===== config.mk =====
export PLATFORM = sky130hd
export DESIGN_NAME = instruction_assembly_register
export DESIGN_NICKNAME = d
export VERILOG_FILES = /design/src/rtl/ir_pkg.sv /design/src/rtl/ir_beat_assembler.sv /design/src/rtl/instruction_assembly_register.sv
export SDC_FILE = /design/constraint.sdc
export NUM_CORES = 1
export LEC_CHECK = 0
export ABC_AREA = 1
export CORE_MARGIN = 2
export CORE_UTILIZATION = 30
export CTS_CLUSTER_DIAMETER = 40
export CTS_CLUSTER_SIZE = 12
export DETAILED_ROUTE_END_ITERATION = 16
export GPL_TIMING_DRIVEN = 0
export PLACE_DENSITY_LB_ADDON = 0.1
export RECOVER_POWER = 25
export SETUP_SLACK_MARGIN = 0.1
export SLEW_MARGIN = 25
export SYNTH_ARGS = -nofsm -noshare
export SYNTH_HDL_FRONTEND = slang
export SYNTH_HIERARCHICAL = 1
export SYNTH_SLANG_ARGS = --single-unit

===== constraint.sdc =====
create_clock -name Clock -period 1.9 [get_ports Clock]
set_clock_uncertainty 0.1 [all_clocks]
set_input_delay 0.285 -clock Clock [delete_from_list [all_inputs] [get_ports Clock]]
set_output_delay 0.285 -clock Clock [all_outputs]
set_load 0.05 [all_outputs]

===== src/rtl/ir_pkg.sv =====
// Shared defaults and helpers for the instruction assembly register:
// counter width and beat-to-lane mapping.
package ir_pkg;

  localparam int DEF_BUS_W       = 8;
  localparam int DEF_INSTR_BYTES = 2;
  localparam int DEF_HIGH_FIRST  = 1;

  // A one-beat word still gets a 1-bit counter so ByteCount is never zero-width.
  function automatic int cnt_w(input int n);
    return (n > 1) ? $clog2(n) : 1;
  endfunction

  function automatic int unsigned lane_idx(input int unsigned cnt, input int unsigned n,
                                           input int hf);
    return (hf != 0) ? (n - 1 - cnt) : cnt;
  endfunction

endpackage


===== src/rtl/ir_beat_assembler.sv =====
// Lane storage and beat counter: collects accepted beats into lanes and
// presents the merged word (incoming beat included) for the completing edge.
module ir_beat_assembler import ir_pkg::*; #(
  parameter  int BUS_W       = DEF_BUS_W,
  parameter  int INSTR_BYTES = DEF_INSTR_BYTES,
  parameter  int HIGH_FIRST  = DEF_HIGH_FIRST,
  localparam int CNT_W       = cnt_w(INSTR_BYTES),
  localparam int WORD_W      = BUS_W * INSTR_BYTES
) (
  input  logic              clk_i,
  input  logic              rst_i,
  input  logic              accept_i,
  input  logic              flush_i,
  input  logic [BUS_W-1:0]  beat_i,
  output logic [CNT_W-1:0]  count_o,
  output logic              complete_o,
  output logic [WORD_W-1:0] word_o
);

  localparam logic [CNT_W-1:0] LAST = CNT_W'(INSTR_BYTES - 1);
  localparam int unsigned      NB   = INSTR_BYTES;

  logic [INSTR_BYTES-1:0][BUS_W-1:0] lanes_q, lanes_d, merged;
  logic [CNT_W-1:0]                  count_q, count_d;
  logic                              complete;

  assign complete = accept_i && (count_q == LAST);

  always_comb begin
    merged = lanes_q;
    for (int unsigned l = 0; l < NB; l++) begin
      if (accept_i && (lane_idx(32'(count_q), NB, HIGH_FIRST) == l)) begin
        merged[l] = beat_i;
      end
    end
  end

  // Lanes restart clean after a completed word or flush so no stale beats leak.
  always_comb begin
    count_d = count_q;
    lanes_d = merged;
    if (flush_i || complete) begin
      count_d = '0;
      lanes_d = '0;
    end else if (accept_i) begin
      count_d = count_q + CNT_W'(1);
    end
  end

  always_ff @(posedge clk_i or posedge rst_i) begin
    if (rst_i) begin
      count_q <= '0;
      lanes_q <= '0;
    end else begin
      count_q <= count_d;
      lanes_q <= lanes_d;
    end
  end

  assign count_o    = count_q;
  assign complete_o = complete;
  assign word_o     = merged;

endmodule


===== src/rtl/instruction_assembly_register.sv =====
// Instruction assembly register: builds INSTR_BYTES bus beats into one word.
// Define IR_PREFETCH_EN to accept next-word beats while a word is still valid.
module instruction_assembly_register import ir_pkg::*; #(
  parameter  int BUS_W       = DEF_BUS_W,
  parameter  int INSTR_BYTES = DEF_INSTR_BYTES,
  parameter  int HIGH_FIRST  = DEF_HIGH_FIRST,
  localparam int CNT_W       = cnt_w(INSTR_BYTES)
) (
  input  logic                         Clock,
  input  logic                         Reset,
  input  logic                         Write,
  input  logic [BUS_W-1:0]             I,
  input  logic                         Take,
  input  logic                         Flush,
  output logic                         WriteReady,
  output logic [BUS_W*INSTR_BYTES-1:0] IROut,
  output logic                         IRValid,
  output logic [CNT_W-1:0]             ByteCount,
  output logic                         Overrun
);

  localparam int               WORD_W = BUS_W * INSTR_BYTES;
  localparam logic [CNT_W-1:0] LAST   = CNT_W'(INSTR_BYTES - 1);

  logic [WORD_W-1:0] irout_q, irout_d, word;
  logic              irvalid_q, irvalid_d;
  logic              overrun_q, overrun_d;
  logic [CNT_W-1:0]  count;
  logic              accept, complete, ready;

`ifdef IR_PREFETCH_EN
  // Only the completing beat must wait for the held word to be taken.
  assign ready = !irvalid_q || (count != LAST) || Take;
`else
  assign ready = !irvalid_q;
`endif

  assign accept = Write && ready && !Flush;

  ir_beat_assembler #(
    .BUS_W       (BUS_W),
    .INSTR_BYTES (INSTR_BYTES),
    .HIGH_FIRST  (HIGH_FIRST)
  ) u_asm (
    .clk_i      (Clock),
    .rst_i      (Reset),
    .accept_i   (accept),
    .flush_i    (Flush),
    .beat_i     (I),
    .count_o    (count),
    .complete_o (complete),
    .word_o     (word)
  );

  always_comb begin
    irout_d   = irout_q;
    irvalid_d = irvalid_q;
    overrun_d = overrun_q;
    if (Flush) begin
      irvalid_d = 1'b0;
      overrun_d = 1'b0;
    end else begin
      if (Write && !ready) overrun_d = 1'b1;
      if (complete) begin
        irout_d   = word;
        irvalid_d = 1'b1;
      end else if (Take) begin
        irvalid_d = 1'b0;
      end
    end
  end

  always_ff @(posedge Clock or posedge Reset) begin
    if (Reset) begin
      irout_q   <= '0;
      irvalid_q <= 1'b0;
      overrun_q <= 1'b0;
    end else begin
      irout_q   <= irout_d;
      irvalid_q <= irvalid_d;
      overrun_q <= overrun_d;
    end
  end

  assign WriteReady = ready;
  assign IROut      = irout_q;
  assign IRValid    = irvalid_q;
  assign ByteCount  = count;
  assign Overrun    = overrun_q;

endmodule


Word-level counts from Yosys, hierarchy flattened --
Index checks and enable logic that the tools add are counted.
Storage, ports and cells: output and inout bits 20, bits of input ports 13, flip-flop bits (word level) 35, logic and storage cells 34
Operators by class: add/subtract/negate cells 2, reductions and logical operators 14, muxes and demuxes 10, eq/ne operators 1, bitwise logic cells 1
Operator list (count):
- 32-bit by 1-bit == test with 1-bit output (second input constant) | 1
- 32-bit zero test | 1
- 16-bit 2-to-1 mux | 1
- 8-bit 2-to-1 mux | 2
- 1-bit 2-to-1 mux | 7
- 1-bit logical AND | 6
- 2-bit nonzero test | 2
- 3-bit nonzero test | 1
- 1-bit zero test | 2
- 2-bit AND reduction | 1
- 1-bit by 1-bit subtractor with 2-bit output (first input constant) | 1
- 1-bit adder (second input constant) | 1
- 1-bit logical OR | 1
- 1-bit NOT | 1

Depth between registers and ports, before layout --
depth in word-level cells 6, gate-level depth with buffers 12, mapped depth without buffers 9

Hierarchy --
The synthesis kept the hierarchy.
By module, submodules not included:
- ir_beat_assembler | times used 1, cells an instance 117, area an instance 898.4 um^2
- instruction_assembly_register | times used 1, cells an instance 82, area an instance 778.2 um^2

Least setup slack after synthesis --
Ideal clock, no wire load.
path type reg-to-reg, start point reg irvalid_q, in the netlist IRValid, end point reg irout_q[0], in the netlist IROut[0], arrival 1.673 ns, library setup time 0.119 ns, required time 1.681 ns, cell stages (with the launch flop) 10, slack 0.008 ns, clock period less this slack 1.892 ns, path through dfrtp_1 > nor2_1 > nand2_4 > buf_6 > inv_1 > buf_6 > nand2_8 > buf_12 > nand2_1 > nand2_1
On the way: cells in the longest elaborated chain, start to end 5
Ends and longest elaborated chain:
- from (decl) | line instruction_assembly_register.sv:26 | logic irvalid_q, irvalid_d;
- from (signal assigned) | line instruction_assembly_register.sv:80 | irvalid_q <= irvalid_d;
- 1-bit zero test | line instruction_assembly_register.sv:35 | assign ready = !irvalid_q;
- 1-bit logical AND (2 in a row) | line instruction_assembly_register.sv:38 | assign accept = Write && ready && !Flush;
- net accept | line instruction_assembly_register.sv:29 | logic accept, complete, ready;
- 1-bit logical AND | line ir_beat_assembler.sv:27 | assign complete = accept_i && (count_q == LAST);
- net complete | line instruction_assembly_register.sv:29
- 2-bit AND reduction (no source line)
- to (signal assigned) | line instruction_assembly_register.sv:79 | irout_q <= irout_d;
- to (decl) | line instruction_assembly_register.sv:25 | logic [WORD_W-1:0] irout_q, irout_d, word;
The timed path passes the listed nets, and every way through them passes these cells. A chain may end at the register's enable or synchronous reset.

Final worst setup path --
start point reg irvalid_q, in the netlist IRValid, end point out WriteReady
On the way: cells in the longest elaborated chain, start to end 1
Ends and longest elaborated chain:
- 1-bit zero test | line instruction_assembly_register.sv:35
- to (decl) | line instruction_assembly_register.sv:15 | output logic WriteReady,
Every way passes these cells.

==> impl_summary.log <==
INFO  metric criticalPathCategory = flop to primary output
INFO  metric worst_setup_hold_path_clk_slew = 0.07 ns
INFO  metric hold_viol = 0
INFO  metric syn-num-nets = 212
INFO  metric regArea = 877 sq um
INFO  metric tightestPinTransition = 0.697 ns
INFO  metric drt_drc_violations_left = 0
INFO  metric ctsHoldBuffers = 0
INFO  metric tritoncts = yes
INFO  metric timing.reg2reg.worst_path_depth = 9
INFO  metric layout_min_cycle_time = 1.70 ns
INFO  metric globalRouteTotalUtil = 0.133
INFO  metric critical_path.reg2reg.endpoint = IROut[4]
INFO  metric synth_warnings = 6
INFO  metric synth_largest_type_area_fraction = 0.522
INFO  metric port_buffers = 32
INFO  metric crit_path_max_incr_delay = 0.52 ns
INFO  metric worst_hold_path.endpoint = Overrun
INFO  metric worstSetupEndpointType = primary output
INFO  metric crit_chain = inv_1 -> dlygate4sd2_1
INFO  metric pin_count = 33
INFO  metric rsz0062_at_grt = false
INFO  metric irDropWorstVdd = 385 uV
INFO  metric timing.reg2reg.setup_slack = 0.35 ns
INFO  metric power.density_cell_area = 805 nW/um^2
INFO  metric post_drt_wl_per_cell = 11.2 um
INFO  metric worstReg2RegStart = IRValid
INFO  metric grt_overflow_total = 0
INFO  metric die_width = 78.8 um
INFO  metric routabilityCongestion = 0.730
INFO  metric global_route.usage.met2 = 0.193
INFO  metric half_perimeter_wire_length_after_placement = 2650 um
INFO  metric clock_tree.buffer_depth = 2
INFO  metric critPathLaunchType = flop
INFO  metric die-area = 6200 sq um
INFO  metric core_region_area = 5440 sq um
INFO  metric finalMaxSlewViolations = 0
INFO  metric initial_antenna_violation_count = 0
INFO  metric grt.met3_usage = 0.0250
INFO  metric place.detailed.instances = 303
INFO  metric synth-simple-area-share = 0.287
INFO  metric tritoncts.num_buffers = 5
INFO  metric endpoint_arrival_time_on_the_critical_path = 1.31 ns
INFO  metric post_drt_via_cell_ratio = 4.01
INFO  metric detail_route.first_pass.iterations = 4
INFO  metric synth_area = 1680 sq um
INFO  metric synth_fa_ha_area_frac = 0
INFO  metric avgSynthCellArea = 8.43 sq um
INFO  metric insertion_delay = 0.28 ns
INFO  metric yosys_register_bits = 35
INFO  metric routed_wirelength = 3530 um
INFO  metric power.static_leakage = 1.24 nW
INFO  metric setup_violations = 0
INFO  metric layout.nets = 255
INFO  metric flow.area_growth_from_synthesis = 30.1%
INFO  metric worstHoldPathType = primary input to flop
INFO  metric critPathMaxFanout = 5
INFO  metric number_of_filler_cells_placed_in_the_layout = 601
INFO  metric placementRows = 27
INFO  metric synth_largest_area_cell = dfrtp_1
INFO  metric finish.cell_count_without_fillers = 315
INFO  metric clkSinkCount = 35
INFO  metric cap_viol_max_count = 0
INFO  metric grt_start_max_net_pins = 19
INFO  metric starting_density_of_the_core = 0.308
INFO  metric post_route_cells_drive_above_1_share = 0.156
INFO  metric cts_htree_levels = 2
INFO  metric post_synthesis_share_of_cell_area_spent_on_xor_and_xnor_gates = 0
INFO  metric post_synth_main_area_contributors = dfrtp_1, nand2_1, inv_1, nand3_1, o21ai_2
INFO  metric critical_path.slowest_cell = dlygate4sd2_1
INFO  metric synth.yosys.seq_area_share = 0.522
INFO  metric dominant_combinational_cell_family_by_area_after_synthesis = simple AND/OR/NAND/NOR gates
INFO  metric synth-compound-area-share = 0.0448
INFO  metric grt_first_pass_wirelength = 6350 um
INFO  metric post_synth_mux_area_share = 0
INFO  metric slew_headroom = 0.535
INFO  metric min_delay_path_depth = 2
INFO  metric timing.hold.worst.start = Flush
INFO  metric total_inserted_antenna_cells = 0
INFO  metric synthesis.instances = 199
INFO  metric grt_pass1_vias = 1278
INFO  metric final_min_period_over_clock_period = 0.893
INFO  metric antenna_left = 0
INFO  metric global_route.usage.met1 = 0.194
INFO  metric hold_slack = 0.145 ns
INFO  metric fmax = 589 MHz
INFO  metric drt_first_iter_violations = 43
INFO  metric cell_at_the_root_of_the_clock_tree = clkbuf_8
INFO  metric multi_input_comb_area = 564 sq um
INFO  metric via_count = 1262
INFO  metric grt_most_used_layer = met1
INFO  metric timing.critical_path.required = 1.51 ns
INFO  metric die-height = 78.8 um
INFO  metric outcome = finished clean
INFO  metric synth.distinct_cells = 15
## state kept, by name, indices dropped and copies added (netlist names)
signal         count
IRValid            1
u_asm/lanes_q     16
Overrun            1
u_asm/count_o      1
IROut             16
## how the worst max path moves through the flow
stage	slack, ns	startpoint	end
2_1_floorplan	0.17	u_asm/count_o	IROut[0]
3_3_place_gp	-0.56	Flush	IROut[12]
3_5_place_dp	-0.55	Flush	IROut[4]
4_1_cts	0.10	Flush	IROut[4]
5_1_grt	0.11	Write	IROut[13]
6_report	0.20	IRValid	WriteReady
## layer usage
layer,routed length (um),vias to the layer above
met1,1800,552
met5,0,-
met2,1550,21
met4,63,0
li1,-,681
met3,122,8
## cell usage after synthesis (all sizes together)
cell type / n
buf: 7
o21ai: 8
nand3: 25
a21oi: 1
dfrtp: 35
inv: 41
nand2: 63
nor2: 19
## stage by stage
stage               worst slack [ns]  power (mW)  utilization  area, sq um  TNS (ns)
global route                   0.112        1.86        0.401         2180         0
detailed placement            -0.554        1.29        0.384         2090    -11.61
floorplan                      0.169        1.14            -         1680         0
CTS                            0.104        1.78        0.396         2150         0
finish                         0.203        1.76        0.401         2180         0
global placement              -0.560        1.29        0.384         2090    -11.81
## worst max-delay path, delay by kind of cell (launching register included)
kind / cells / cell delay, ns
buffers and inverters: 2 / 0.58
flip-flops: 1 / 0.45
## where the power goes
part,internal (mW),switching (mW)
Sequential,0.800,0.0278
Combinational,0.121,0.291
Clock,0.257,0.258
## what timing repair did
item,4_1_cts,5_1_grt
buffers inserted,1,3
gates resized for setup,21,4
pin swaps,0,1
endpoints found under the setup margin,37,17
gates cloned,0,0
## cells by family (layout without fill, tap and decap cells)
| kind of cell | count (synthesis) | after routing |
|---|---|---|
| AOI/OAI and AO/OA | 9 | 9 |
| buffers and inverters | 48 | 92 |
| and+or+nand+nor | 107 | 107 |
| DFF | 35 | 35 |
## cell usage in the layout, fill, tap and decap left out
| master | instances |
|---|---|
| inv_4 | 1 |
| dlygate4sd3_1 | 1 |
| clkdlybuf4s50_1 | 10 |
| dfrtp_2 | 1 |
| a21oi_1 | 1 |
| clkbuf_2 | 1 |
| nand2_8 | 1 |
| dlygate4sd2_1 | 20 |
| clkbuf_1 | 2 |
| nand2_1 | 56 |
| nor2_2 | 1 |
| buf_6 | 5 |
| nand2_2 | 3 |
| nand2_4 | 3 |
| clkinv_2 | 1 |
| dfrtp_1 | 34 |
| o21ai_2 | 8 |
| nor2_4 | 1 |
| nand3_1 | 25 |
| inv_2 | 1 |
| inv_1 | 39 |
| buf_8 | 1 |
| clkbuf_8 | 5 |
| nor2_1 | 17 |
| buf_12 | 1 |
| buf_4 | 4 |
## layout make-up
| class | count | area share |
|---|---|---|
| flip-flops and latches | 35 | 0.402 |
| repair buffers | 36 | 0.147 |
| multi-input cells | 116 | 0.259 |
| clock inverters | 1 | 0.00229 |
| clock buffers | 7 | 0.0350 |
| inverters | 41 | 0.0717 |
| well taps | 72 | 0.0413 |
| plain buffers | 7 | 0.0419 |
Power figures use the tool's default switching activity.
